### src/rtl/bus_switch.sv
// Single-master to NSLAVES address-decoded bus switch with a per-request timeout.
// A request is latched, steered to one slave, and answered with a one-cycle ready or error pulse.
module bus_switch #(
  parameter int unsigned               NSLAVES    = 4,
  parameter logic [NSLAVES*32-1:0]     BASE_ADDR  = '0,
  parameter logic [NSLAVES*5-1:0]      ADDR_WIDTH = '0,
  parameter int unsigned               TIMEOUT    = 255
) (
  input  logic                      clk,
  input  logic                      rst,
  input  logic [31:0]               master_address,
  input  logic [31:0]               master_wdata,
  input  logic [3:0]                master_wsel,
  input  logic                      master_valid,
  output logic [31:0]               master_rdata,
  output logic                      master_ready,
  output logic                      master_error,
  output logic [31:0]               slave_address,
  output logic [31:0]               slave_wdata,
  output logic [3:0]                slave_wsel,
  output logic [NSLAVES-1:0]        slave_valid,
  input  logic [NSLAVES*32-1:0]     slave_rdata,
  input  logic [NSLAVES-1:0]        slave_ready,
  input  logic [NSLAVES-1:0]        slave_error
);

  localparam int unsigned IDX_W     = (NSLAVES > 1) ? $clog2(NSLAVES) : 1;
  localparam logic [1:0]  IDLE      = 2'd0;
  localparam logic [1:0]  ACCESS    = 2'd1;
  localparam logic [1:0]  RESP      = 2'd2;
  localparam logic [15:0] TIMEOUT_C = TIMEOUT[15:0];

  logic [1:0]         state_q, state_d;
  logic [IDX_W-1:0]   sel_q, sel_d;
  logic [15:0]        cnt_q, cnt_d;
  logic [31:0]        addr_q, addr_d;
  logic [31:0]        wdata_q, wdata_d;
  logic [3:0]         wsel_q, wsel_d;
  logic [NSLAVES-1:0] valid_q, valid_d;
  logic [31:0]        rdata_q, rdata_d;
  logic               ready_q, ready_d;
  logic               error_q, error_d;

  logic [4:0]         match_count;
  logic [IDX_W-1:0]   match_idx;
  logic [4:0]         span;

  // Address decode: count matching windows and remember the last matching slave
  always_comb begin
    match_count = 5'd0;
    match_idx   = '0;
    span        = 5'd0;
    for (int i = 0; i < NSLAVES; i++) begin
      span = ADDR_WIDTH[i*5 +: 5];
      if ((master_address >> span) == (BASE_ADDR[i*32 +: 32] >> span)) begin
        match_count = match_count + 5'd1;
        match_idx   = i[IDX_W-1:0];
      end else begin
        match_count = match_count;
      end
    end
  end

  // Next-state and output logic for the IDLE/ACCESS/RESP transaction sequencer
  always_comb begin
    state_d = state_q;
    sel_d   = sel_q;
    cnt_d   = cnt_q;
    addr_d  = addr_q;
    wdata_d = wdata_q;
    wsel_d  = wsel_q;
    valid_d = valid_q;
    rdata_d = rdata_q;
    ready_d = 1'b0;
    error_d = 1'b0;
    case (state_q)
      IDLE: begin
        if (master_valid) begin
          if (match_count == 5'd1) begin
            addr_d           = master_address;
            wdata_d          = master_wdata;
            wsel_d           = master_wsel;
            sel_d            = match_idx;
            cnt_d            = 16'd0;
            valid_d          = '0;
            valid_d[match_idx] = 1'b1;
            state_d          = ACCESS;
          end else begin
            error_d = 1'b1;
            rdata_d = 32'd0;
            valid_d = '0;
            state_d = RESP;
          end
        end else begin
          valid_d = '0;
        end
      end
      ACCESS: begin
        cnt_d = cnt_q + 16'd1;
        // Error beats ready; any response beats the timeout
        if (slave_error[sel_q]) begin
          error_d = 1'b1;
          rdata_d = 32'd0;
          valid_d = '0;
          state_d = RESP;
        end else if (slave_ready[sel_q]) begin
          ready_d = 1'b1;
          rdata_d = slave_rdata[{sel_q, 5'd0} +: 32];
          valid_d = '0;
          state_d = RESP;
        end else if ((TIMEOUT_C != 16'd0) && (cnt_d == TIMEOUT_C)) begin
          error_d = 1'b1;
          rdata_d = 32'd0;
          valid_d = '0;
          state_d = RESP;
        end else begin
          state_d = ACCESS;
        end
      end
      RESP: begin
        valid_d = '0;
        state_d = IDLE;
      end
      default: begin
        valid_d = '0;
        state_d = IDLE;
      end
    endcase
  end

  // State and registered outputs, cleared by synchronous reset
  always_ff @(posedge clk) begin
    if (rst) begin
      state_q <= IDLE;
      sel_q   <= '0;
      cnt_q   <= 16'd0;
      addr_q  <= 32'd0;
      wdata_q <= 32'd0;
      wsel_q  <= 4'd0;
      valid_q <= '0;
      rdata_q <= 32'd0;
      ready_q <= 1'b0;
      error_q <= 1'b0;
    end else begin
      state_q <= state_d;
      sel_q   <= sel_d;
      cnt_q   <= cnt_d;
      addr_q  <= addr_d;
      wdata_q <= wdata_d;
      wsel_q  <= wsel_d;
      valid_q <= valid_d;
      rdata_q <= rdata_d;
      ready_q <= ready_d;
      error_q <= error_d;
    end
  end

  assign master_rdata  = rdata_q;
  assign master_ready  = ready_q;
  assign master_error  = error_q;
  assign slave_address = addr_q;
  assign slave_wdata   = wdata_q;
  assign slave_wsel    = wsel_q;
  assign slave_valid   = valid_q;

endmodule

### config.mk
export PLATFORM = sky130hd
export DESIGN_NAME = bus_switch
export DESIGN_NICKNAME = d
export VERILOG_FILES = /design/src/rtl/bus_switch.sv
export SDC_FILE = /design/constraint.sdc
export NUM_CORES = 1
export LEC_CHECK = 0
export ABC_AREA = 1
export ABC_CLOCK_PERIOD_IN_PS = 2000
export BUFFER_PORTS_ARGS = -buffer_cell sky130_fd_sc_hd__buf_2
export CAP_MARGIN = 0
export CORE_AREA = 4 4 118 120
export CTS_BUF_LIST = sky130_fd_sc_hd__clkbuf_4
export DETAILED_ROUTE_END_ITERATION = 10
export DIE_AREA = 0 0 122 124
export MAX_ROUTING_LAYER = met4
export PLACE_DENSITY = 0.7
export SYNTH_ARGS = -nofsm -noshare
export SYNTH_HDL_FRONTEND = slang
export SYNTH_SLANG_ARGS = --single-unit
### constraint.sdc
create_clock -name clk -period 2 [get_ports clk]
set_input_delay 0.3 -clock clk [delete_from_list [all_inputs] [get_ports clk]]
set_output_delay 0.3 -clock clk [all_outputs]
set_load 0.005 [all_outputs]
Yosys cells after proc, flatten, opt, wreduce, memory -nomap -nowiden
Cells that the tools add are included.
- flip-flop bits (word level): 126
- add/subtract/negate cells: 4
- magnitude comparators: 3
- equality and inequality tests: 7
- shifts and indexed selects: 1
- mux-type cells: 39
- bitwise gates (word level): 1
- reductions and logical operators: 8
- operators by type and width (kind ; number):
    2-to-1 mux 32 bit ; 5
    indexed part select 128 x 8 -> 32 bit ; 1
    case mux 32 bit (2 select lines) ; 1
    logical NOT 32 bit ; 1
    2-to-1 mux 16 bit ; 2
    case mux 16 bit (2 select lines) ; 1
    2-to-1 mux 4 bit ; 5
    adder 16 x 1 -> 16 bit, second input constant ; 1
    == test 16 x 8 -> 1 bit, second input constant ; 1
    2-to-1 mux 2 bit ; 7
    2-to-1 mux 1 bit ; 10
    case mux 4 bit (2 select lines) ; 1
    less-than comparator 2 x 3 -> 1 bit, second input constant ; 2
    inequality test 2 bit, second input constant ; 3
    AND reduction 3 bit ; 2
    adder 5 x 1 -> 5 bit, second input constant ; 1
    == test 5 x 1 -> 1 bit, second input constant ; 1
    2-to-1 mux 5 bit ; 1
    binary-select mux 1 bit (select 2 bit) ; 2
    inequality test 4 bit, second input constant ; 1
    case mux 2 bit (2 select lines) ; 1
    AND reduction 4 bit ; 1
    adder 2 x 1 -> 3 bit, second input constant ; 1
    2-to-1 mux 3 bit ; 1
    other kinds (10) ; 10

Logic depth before layout (Yosys ltp)
Gate-level depths: netlist of run 1.
- depth in word-level cells: 12
- mapped depth: 16
- depth with buffers taken out: 15

Least setup slack after synthesis of run 1
No wires, ideal clock.
- kind: reg-to-reg
- from: register cnt_q[1]
- to: register rdata_q[14] (netlist: master_rdata[14])
- setup time: 0.115 ns
- arrival: 1.827 ns
- required time: 1.885 ns
- slack: 0.058 ns
- cell stages (with the launch flop): 14
- buffers on the path: 1
- cell sequence: dfxtp_1 ha_1 nand2_1 nor2_2 nand2_1 xor2_1 nand3_1 nor2_1 nand3_2 nand3_4 buf_2 nand3_1 nand2_1 nor2_1
- cells in the longest elaborated chain, start to end: 4
- ends and longest elaborated chain (item ; line ; source):
    from (decl) ; 35 ; logic [15:0] cnt_q, cnt_d;
    from (signal assigned) ; 147 ; cnt_q <= cnt_d;
    adder 16 x 1 -> 16 bit ; 99 ; cnt_d = cnt_q + 16'd1;
    == test 16 x 8 -> 1 bit ; 111 ; end else if ((TIMEOUT_C != 16'd0) && (cnt_d == TIMEOUT_C)) begin
    inequality test 4 bit (no line) ; - ;
    AND reduction 4 bit (no line) ; - ;
    to (signal assigned) ; 152 ; rdata_q <= rdata_d;
    to (decl) ; 40 ; logic [31:0] rdata_q, rdata_d;
No other way between the ends.
A chain may end at the register's enable or synchronous reset.

Final worst setup path of run 1
- from: register cnt_q[0]
- to: register rdata_q[7] (netlist: master_rdata[7])
The elaborated chain is that of the path after synthesis.

==> summary.txt, run 1 <==
Run status
  – Outcome: finished with violations
  – Violated checks: setup timing

Routing
  – Avg Vias per Cell: 3.921
  – Routed vias: 2980
  – Count of nets left with antenna violations after detail routing: 0
  – Average wire per cell in the routed design: 10.08 um
  – Starting DRT DRC Count: 95
  – Final routed DRC violation total: 0
  – Pre-Repair DR Iteration Count: 4
  – Total length of routed wires: 7.658 mm

Worst setup path
  – Largest stage delay on the critical path: 0.38 ns
  – CP Cell Sequence: ha_4 > nand3_4 > nor2_4 > buf_6 > nand3_2 > nand2_1 > nand2_1 > inv_1 > nand2_1 > nor2_2 > nand3_4 > nand3_4 > buf_12 > buf_12 > nand3_1 > nand2_1 > nor2_1
  – Combined buffer and inverter count along the critical path: 4
  – Type of the setup path with the least slack: reg -> reg
  – Top Family by Delay on Critical Path: simple AND/OR/NAND/NOR gates
  – Crit-path slowest cell: dfxtp_2
  – Most numerous cell on the critical path: nand2_1
  – Max FO, Critical Path: 7
  – Required arrival time at the worst endpoint: 2.30 ns
  – Levels on crit path: 17
  – Critical Path Source Type: flop
  – Arrival time at the worst endpoint: 2.36 ns
  – R2r worst-path depth: 17
  – Critical Path End Type: flop

Finish
  – Non-Filler Instances: 760
  – Share of the core filled with cells: 0.3214
  – Post-route cell area: 4172 um2
  – Count of nets after finishing: 791
  – Layout overhead on the synthesized area: 30.49%
  – Proportion of layout cells with a drive suffix above 1: 0.3156
  – Layout filler cell count: 1419

Timing
  – Setup violations, final: 31
  – Final Hold Fails: 0
  – Final Worst Setup Slack: -0.05369 ns
  – Relative slew slack: 0.5346
  – Total Negative Setup Slacks: -0.8805 ns
  – Setup repair after global routing missed its margin: true
  – Max Clock Freq: 486.9 MHz
  – Final clock period utilization by the worst path: 1.027
  – Measured slew at the worst slew-check pin: 0.6966 ns
  – Max Slew Vio Count: 0
  – Worst clock skew on the final layout: 0.02184 ns
  – Crit path time final: 2.054 ns
  – Worst slack on hold paths: 0.1609 ns

Clock tree
  – Post-cts hold buffer count: 0
  – Clock-pin transition on the worst setup and hold timing paths: 0.17 ns
  – Largest buffer count on any clock path: 2
  – Insertion delay to the later sink of the worst-skew pair: 0.39 ns
  – TritonCTS clock tree: done
  – Total CTS buffers: 5
  – Sink count of the clock tree: 52
  – H-tree Lvls: 2
  – Clock root buffer: clkbuf_4

Synth
  – Sequential share of the synthesized area: 0.3256
  – Number of unique standard cell types used by synthesis: 26
  – Most used DFF post-synth: dfxtp_1
  – Syn Area/Cell: 6.646 um2
  – Number of synthesized register bits: 52
  – Count of mapped cells out of synthesis: 481
  – Number of warning messages in the yosys log: 0
  – Post-synthesis cell type with the largest combined area: dfxtp_1
  – Post-synth top area share: 0.3256
  – Synth async-reset ratio: 0
  – Largest cells by area after synthesis: dfxtp_1 (33%), buf_4 (18%), nand2_1 (11%)
  – Total standard cell area after synthesis: 3197 um2
  – EDFF count, synth: 0

Hold path
  – Hold path cells: 3
  – Type of the most critical hold path: in -> reg

GRT
  – Initial antenna violation count: 1
  – First-pass GRT wire length: 11.70 mm
  – Global-route usage over all layers: 0.09797
  – Pin count of the biggest net entering global routing: 24
  – Vias in the first global route: 2614
  – GR Overflow Total: 0

Place
  – Detailed-placement wirelength estimate: 5.513 mm
  – Area after detailed placement: 3662 um2
  – Number of buffers added on ports: 70
  – Final GP Congestion: 0.8087
  – Total placed cells including tap cells: 735
  – Post-placement worst setup slack: -0.1569 ns

Run
  – Max-Cap Viols: 0

Floorplan
  – Number of standard-cell rows in the floorplan: 42
  – Full die area: 15130 um2
  – Chip width: 122 um
  – DIE HEIGHT: 124 um
  – Area of the core region: 12980 um2
  – Starting density of the core: 0.2463
  – Number of I/O pins: 313

Pwr
  – Overall Power: 1.904 mW
  – Cell leakage power: 2.101 nW
  – PD cells: 456.5 nW/um2
  – Maximum VDD drop: 0.2906 mV
final timing paths:
kind | startpoint | endpoint | slack (ns)
worst max-delay path | cnt_q[0] | master_rdata[7] | -0.05
worst min-delay path | master_valid | master_error | 0.16
worst max register to register | cnt_q[0] | master_rdata[7] | -0.05
worst min register to register | master_rdata[10] | master_rdata[10] | 0.49
area by class of cell:
cell class | count | area, um2 | share of cell area
well taps | 176 | 220.2 | 0.05279
inverters | 48 | 180.2 | 0.04319
multi-input cells | 359 | 1836 | 0.4400
clock buffers | 6 | 45.04 | 0.01080
repair buffers | 116 | 819.5 | 0.1965
flip-flops and latches | 52 | 1052 | 0.2522
diodes | 1 | 2.502 | 0.0005999
clock inverters | 2 | 16.27 | 0.003899
where the power goes:
| group | internal [mW] | switching (mW) | total, mW |
|---|---|---|---|
| clock | 0.154 | 0.356 | 0.510 |
| sequential | 1.08 | 0.0217 | 1.10 |
| combinational | 0.123 | 0.170 | 0.294 |
layer usage:
metal  global-route usage  part of all wire
met5                    -                 0
met4              0.04552             0.033
met1               0.1166              0.44
met3              0.01817             0.061
met2               0.1613              0.46
state kept, by name (all words and copies together), names as in the netlist:
name and flops:
master_rdata 32, cnt_q 16, state_q 2, master_error 1, master_ready 1
placed cells by master (no fill, tap or decap), drive strengths merged:
master / count
a21oi: 33
buf: 114
clkbuf: 8
clkinv: 2
clkinvlp: 1
conb: 72
dfxtp: 52
diode: 1
ha: 2
inv: 47
nand2: 100
nand3: 42
nand4: 6
nor2: 77
nor3: 2
o211ai: 7
o21ai: 13
xor2: 5
worst register-to-register path, delay by kind of cell, from the launching register on:
kind	cells	cell delay [ns]
and+or+nand+nor	12	1.04
buffers and inverters	4	0.40
adders and majority gates	1	0.16
DFF	1	0.38
kinds of logic (layout without fill, tap and decap cells):
kind of cell,after synthesis,after routing,share of synthesized area
DFF,52,52,0.3256
other,1,73,0.001173
and+or+nand+nor,227,227,0.3041
AOI/OAI and AO/OA,53,53,0.08963
buffers and inverters,141,172,0.2579
adders and majority gates,2,2,0.007827
xor gates and xnor gates,5,5,0.01370
synthesized netlist by cell type (2+ instances only):
| cell type | number |
|---|---|
| clkbuf_1 | 14 |
| nor3_1 | 2 |
| nor2_2 | 3 |
| nand2_2 | 2 |
| a21oi_1 | 32 |
| nand3_1 | 39 |
| buf_2 | 2 |
| nor2_1 | 73 |
| buf_4 | 76 |
| ha_1 | 2 |
| o211ai_1 | 7 |
| dfxtp_1 | 52 |
| nand3_2 | 2 |
| nand2_1 | 97 |
| o21ai_0 | 10 |
| o21ai_1 | 3 |
| inv_1 | 47 |
| xor2_1 | 5 |
| nand4_1 | 6 |
what timing repair did:
action	4_1_cts	5_1_grt
buffers inserted	7	6
pin swaps	11	11
cloned	1	2
gates resized for setup	18	47
endpoints found under the setup margin	33	35
(Power assumes the default switching activity.)
==> run 2, diff against run 1 <==
- ABC_CLOCK_PERIOD_IN_PS: 2000 -> 2200
- BUFFER_PORTS_ARGS: -buffer_cell sky130_fd_sc_hd__buf_2 -> unset
- DONT_BUFFER_PORTS: unset -> 1
- PLACE_DENSITY: 0.7 -> 0.47
- clock period: 2 -> 2.2 ns (I/O delays scaled with it)
==> summary.txt, run 2 (synthesized netlist as in run 1, its figures left out) <==
Run status
  – Outcome: completed

Clock tree
  – Total CTS buffers: 5 (unchanged)
  – Clock root buffer: clkbuf_4
  – Largest buffer count on any clock path: 2 (unchanged)
  – TritonCTS clock tree: done
  – Sink count of the clock tree: 52 (unchanged)
  – H-tree Lvls: 2 (unchanged)
  – Insertion delay to the later sink of the worst-skew pair: 0.39 ns (about the same)
  – Clock-pin transition on the worst setup and hold timing paths: 0.16 ns (about the same)

Routing
  – Pre-Repair DR Iteration Count: 4 (unchanged)
  – Avg Vias per Cell: 4.102 (+4.6%)
  – Routed vias: 2769 (-7.1%)
  – Total length of routed wires: 7.913 mm (+3.3%)
  – Count of nets left with antenna violations after detail routing: 0 (unchanged)
  – Average wire per cell in the routed design: 11.72 um (+16%)
  – Final routed DRC violation total: 0 (unchanged)
  – Starting DRT DRC Count: 102 (+7.4%)

Worst setup path
  – Max FO, Critical Path: 6 (-1)
  – Type of the setup path with the least slack: reg -> reg
  – RR Startpoint: cnt_q[1]
  – Critical path launch point: cnt_q[1]
  – Arrival time at the worst endpoint: 2.37 ns (about the same)
  – Critical Path End Type: flop
  – Required arrival time at the worst endpoint: 2.49 ns (+0.19 ns)
  – Critical Path Source Type: flop

Floorplan
  – Area of the core region: 12980 um2 (unchanged)
  – Full die area: 15130 um2 (unchanged)
  – Starting density of the core: 0.2463 (unchanged)
  – Number of standard-cell rows in the floorplan: 42 (unchanged)
  – Number of I/O pins: 313 (unchanged)
  – DIE HEIGHT: 124 um (unchanged)
  – Chip width: 122 um (unchanged)

GRT
  – Initial antenna violation count: 1 (unchanged)
  – Global-route usage over all layers: 0.09713 (-0.0008400)
  – Pin count of the biggest net entering global routing: 38 (+58%)
  – GR Overflow Total: 0 (unchanged)
  – First-pass GRT wire length: 11.48 mm (-1.9%)
  – Vias in the first global route: 2342 (-10%)

Timing
  – Relative slew slack: 0.6328 (+0.09828)
  – Setup repair after global routing missed its margin: true
  – Max Slew Vio Count: 0 (unchanged)
  – Max Clock Freq: 479.8 MHz (-1.5%)
  – Final Hold Fails: 0 (unchanged)
  – Total Negative Setup Slacks: 0 ns (+0.8805 ns)
  – Final Worst Setup Slack: 0.1157 ns (+0.1694 ns)
  – Worst clock skew on the final layout: 0.01553 ns (-0.006309 ns)
  – Setup violations, final: 0 (-100%)
  – Crit path time final: 2.084 ns (+0.03063 ns)
  – Final clock period utilization by the worst path: 0.9474 (-0.07943)
  – Measured slew at the worst slew-check pin: 0.5495 ns (-0.1471 ns)

Hold path
  – Type of the most critical hold path: in -> reg
  – Worst Hold Launch: rst

Finish
  – Number of flip-flops under the largest register name: 32 (unchanged)
  – Seq. cell area: 1051 um2 (-0.12%)
  – Count of nets after finishing: 706 (-11%)
  – Layout overhead on the synthesized area: 14.36%
  – Area of the multi-input gates: 1743 um2 (-5.0%)
  – Commonest non-fill, non-tap cell in the layout: nand2_1
  – Proportion of layout cells with a drive suffix above 1: 0.1566 (-0.1590)
  – Layout filler cell count: 1479 (+4.2%)
  – Commonest non-fill, non-tap cells in the layout: nand2_1 (94), conb_1 (72), nor2_1 (63)

Place
  – Number of buffers added on ports: 0 (-100%)
  – Post-placement worst setup slack: 0.008547 ns (+0.1655 ns)
  – Detailed-placement wirelength estimate: 5.563 mm (+0.91%)
  – Final GP Congestion: 0.7914 (-2.1%)

Pwr
  – Maximum VDD drop: 0.2375 mV (-18%)
  – Cell leakage power: 1.684 nW (-20%)
  – PD cells: 483.8 nW/um2 (+6.0%)

Run
  – Max-Cap Viols: 0 (unchanged)
==> run 2: cell count changes in the layout (fill, tap and decap cells not counted), moves of 2 or more <==
cell | previous run | this run
buf_6 | 5 | 3
nor3_2 | 0 | 2
nand3_2 | 14 | 6
nand2_1 | 89 | 94
a21oi_2 | 6 | 0
nand2_2 | 9 | 3
clkbuf_16 | 2 | 4
buf_4 | 34 | 16
nor2_1 | 66 | 63
nand3_1 | 24 | 35
nand3_4 | 4 | 2
buf_2 | 70 | 0
nor2_2 | 6 | 10
a21oi_1 | 26 | 32
==> run 2: final timing paths <==
check | slack [ns] | depth (start not counted) | to
min | 0.07 | 3 | cnt_q[3]
max reg2reg | 0.12 | 16 | master_rdata[30]
max | 0.12 | 16 | master_rdata[30]
min reg2reg | 0.53 | 2 | master_rdata[29]
==> run 2: layout make-up <==
type	instances	share of cell area
Clock inverter	3	0.01164
Inverter	48	0.04928
Tap cell	176	0.06023
Antenna cell	1	0.0006845
Timing Repair Buffer	30	0.1037
Sequential cell	52	0.2875
Multi-Input combinational cell	360	0.4767
Clock buffer	5	0.01027
==> run 2: where the power goes <==
group          internal [mW]  total [mW]  leakage (nW)  switching (mW)
combinational         0.0651       0.187          1.21           0.122
clock                  0.238       0.566        0.0428           0.328
sequential             0.981        1.02         0.429          0.0339
total                   1.28        1.77          1.68           0.484
==> run 2: what timing repair did <==
item | in CTS | in global routing
setup endpoints to repair | 20 | 34
endpoints found under the hold margin | 4 | 0
gates cloned | 0 | 5
setup buffers | 0 | 11
pin swaps | 0 | 13
hold buffers | 1 | 0
gates resized for setup | 1 | 44
==> run 2: worst max-delay path: stages, from the launching register on <==
cell       delay, ns
dfxtp_2         0.38
buf_4           0.14
nand2_2         0.06
nor2_4          0.17
nand2_4         0.10
nor2_2          0.11
nor2_1          0.05
nor2_2          0.11
nand2_1         0.07
nor2_2          0.09
nand3_2         0.12
nand3_4         0.14
buf_12          0.16
clkbuf_16       0.13
nand3_1         0.06
nand2_1         0.06
nor2_1          0.04
==> run 2: metal layers <==
layer,track usage,vias up,share of wire
met3,0.02634,5,0.091
met2,0.1564,108,0.49
met5,-,-,0
met1,0.1168,1262,0.41
li1,-,1394,-
met4,0.03641,0,0.014
==> run 2: stage by stage <==
stage	power [mW]	hold WS (ns)	cell area (um2)	util	instances
floorplan	1.260	0.4755	3463	-	552
CTS	1.791	0.04823	3299	0.2542	658
detailed placement	1.202	0.4087	3204	0.2469	649
global placement	1.199	0.4059	3204	0.2469	649
global route	1.870	0.07365	3656	0.2817	675
finish	1.769	0.07375	3656	0.2817	675
==> run 3, diff against run 2 <==
- ABC_CLOCK_PERIOD_IN_PS: 2200 -> 1900
- PLACE_DENSITY: 0.47 -> 0.48
- clock period: 2.2 -> 1.9 ns (I/O delays scaled with it)
==> summary.txt, run 3 (synthesized netlist as in run 1, its figures left out) <==
Run status
  – Outcome: finished with violations
  – Violated checks: setup timing

Routing
  – Pre-Repair DR Iteration Count: 4 (unchanged)
  – Avg Vias per Cell: 4.007 (-2.3%)
  – Total length of routed wires: 7.992 mm (+1.0%)
  – Starting DRT DRC Count: 83 (-19%)
  – Routed wire length on met2: 3.745 mm (-2.9%)
  – Max layer used: met4
  – Met3 wire length: 689 um (-4.8%)
  – Count of nets left with antenna violations after detail routing: 0 (unchanged)
  – Final routed DRC violation total: 0 (unchanged)
  – Average wire per cell in the routed design: 11.62 um (-0.91%)
  – Routed vias: 2757 (-0.43%)
  – Wl on met1: 3.506 mm (+8.8%)

GRT
  – Global-route usage over all layers: 0.09667 (-0.0004616)
  – Vias in the first global route: 2302 (-1.7%)
  – GR Overflow Total: 0 (unchanged)
  – Pin count of the biggest net entering global routing: 51 (+34%)
  – First-pass GRT wire length: 11.37 mm (-0.96%)
  – Initial antenna violation count: 0 (-1)

Worst setup path
  – Required arrival time at the worst endpoint: 2.19 ns (-0.30 ns)
  – RR Startpoint: cnt_q[0]
  – Critical Path Source Type: flop
  – Type of the setup path with the least slack: reg -> reg
  – Largest stage delay on the critical path: 0.39 ns (about the same)
  – Crit-path slowest cell: dfxtp_2
  – Top Family by Delay on Critical Path: simple AND/OR/NAND/NOR gates
  – CP Cell Sequence: ha_4 > nand2_4 > nor2_4 > buf_4 > nand3_1 > nand2_1 > nand4_1 > nor2_2 > nand3_2 > nand3_4 > buf_12 > clkbuf_16 > nand3_2 > nand2_1 > nor2_1
  – R2R Setup Slk: -0.15 ns (-0.27 ns)
  – R2r worst-path depth: 15 (-1)
  – Arrival time at the worst endpoint: 2.34 ns (-0.03 ns)
  – Capturing point of the worst reg2reg path: master_rdata[31]
  – Combined buffer and inverter count along the critical path: 3 (unchanged)
  – Max FO, Critical Path: 5 (-1)
  – Critical Path End Type: flop

Floorplan
  – Chip width: 122 um (unchanged)
  – Number of standard-cell rows in the floorplan: 42 (unchanged)
  – Starting density of the core: 0.2463 (unchanged)
  – Full die area: 15130 um2 (unchanged)
  – Number of I/O pins: 313 (unchanged)
  – DIE HEIGHT: 124 um (unchanged)
  – Area of the core region: 12980 um2 (unchanged)

Timing
  – Final Worst Setup Slack: -0.1495 ns (-0.2652 ns)
  – Setup violations, final: 34 (+34)
  – Setup repair after global routing missed its margin: true
  – Max Clock Freq: 487.9 MHz (+1.7%)
  – Crit path time final: 2.050 ns (-0.03478 ns)
  – Final clock period utilization by the worst path: 1.079 (+0.1313)
  – Worst clock skew on the final layout: 0.02353 ns (+0.007992 ns)
  – Final Hold Fails: 0 (unchanged)
  – Max Slew Vio Count: 0 (unchanged)

Clock tree
  – Insertion delay to the later sink of the worst-skew pair: 0.37 ns (-0.02 ns)
  – Total CTS buffers: 5 (unchanged)
  – Clock root buffer: clkbuf_4
  – Sink count of the clock tree: 52 (unchanged)
  – Clock-pin transition on the worst setup and hold timing paths: 0.16 ns (about the same)
  – TritonCTS clock tree: done
  – H-tree Lvls: 2 (unchanged)
  – Largest buffer count on any clock path: 2 (unchanged)

Place
  – Number of buffers added on ports: 0 (unchanged)
  – Final GP Congestion: 0.7730 (-2.3%)
  – Detailed-placement wirelength estimate: 5.448 mm (-2.1%)
  – Total placed cells including tap cells: 670 (+3.2%)
  – Post-placement worst setup slack: -0.2895 ns (-0.2981 ns)

Finish
  – Share of the core filled with cells: 0.3064 (+0.02477)
  – Commonest non-fill, non-tap cells in the layout: nand2_1 (89), conb_1 (72), nor2_1 (58)
  – Layout filler cell count: 1395 (-5.7%)
  – Proportion of layout cells with a drive suffix above 1: 0.2656 (+0.1090)
  – Number of flip-flops under the largest register name: 32 (unchanged)
  – Count of nets after finishing: 721 (+2.1%)
  – Total inserted antenna cells: 0 (-1)
  – Commonest non-fill, non-tap cell in the layout: nand2_1
  – Layout overhead on the synthesized area: 24.42%
  – Non-Filler Instances: 688 (+1.9%)

Pwr
  – PD cells: 551.3 nW/um2 (+14%)
  – Maximum VDD drop: 0.3576 mV (+51%)
  – Cell leakage power: 1.813 nW (+7.6%)

Run
  – Max-Cap Viols: 0 (unchanged)

Hold path
  – Worst Hold Launch: rst
  – Type of the most critical hold path: in -> reg
  – Hold path cells: 3 (unchanged)
  – Worst Hold Path EP: cnt_q[4]
## run 3: report_power, final
part	total, mW	leakage [nW]	switching (mW)	internal, mW
logic	0.239	1.33	0.152	0.0870
clock network	0.774	0.0513	0.371	0.403
registers	1.18	0.430	0.0446	1.13
total	2.19	1.81	0.568	1.63
## run 3: how the worst max path moves through the flow
stage	depth (start not counted)	slack (ns)	end	startpoint
floorplan	13	0.0005	master_rdata[0]	cnt_q[1]
global placement	13	-0.26	master_rdata[23]	cnt_q[0]
detailed placement	13	-0.29	master_rdata[29]	cnt_q[0]
CTS	14	-0.19	master_rdata[23]	cnt_q[1]
global route	14	-0.30	master_rdata[31]	cnt_q[11]
finish	15	-0.15	master_rdata[31]	cnt_q[0]
## run 3: per-layer routing
layer / GRT usage / up-vias
li1: - / 1420
met1: 0.1260 / 1239
met2: 0.1481 / 94
met3: 0.02861 / 4
met4: 0.02311 / 0
met5: - / -
## run 3: repair_timing
item / 4_1_cts / 5_1_grt
hold endpoints to repair: 4 / 0
buffers inserted: 6 / 1
endpoints found under the setup margin: 35 / 35
pin swaps: 8 / 21
resized for setup: 26 / 69
gates cloned: 2 / 3
hold buffers: 1 / 0
## run 3: worst reg2reg max path: stages, from the launching register on
cell and delay, ns:
dfxtp_2 0.39, ha_4 0.18, nand2_4 0.06, nor2_4 0.13, buf_4 0.13, nand3_1 0.08, nand2_1 0.09, nand4_1 0.11
nor2_2 0.12, nand3_2 0.11, nand3_4 0.13, buf_12 0.15, clkbuf_16 0.14, nand3_2 0.05, nand2_1 0.07, nor2_1 0.04
## run 3: cell type report
class	count	area, um2	share of cell area
timing repair buffer	45	478.0	0.1202
sequential	52	1055	0.2652
clock buffer	5	37.54	0.009437
tap	176	220.2	0.05536
multi-input combinational	360	1947	0.4895
inverter	48	180.2	0.04530
clock inverter	2	60.06	0.01510
## run 3: metrics by stage
stage	total power [mW]	hold WS [ns]	TNS (ns)	instance area, um2
floorplan	1.459	0.4320	0	3468
global placement	1.387	0.3604	-7.997	3362
detailed placement	1.392	0.3609	-8.309	3362
CTS	2.190	0.02762	-5.367	3671
global route	2.318	0.02325	-8.483	3978
finish	2.193	0.04456	-3.289	3978
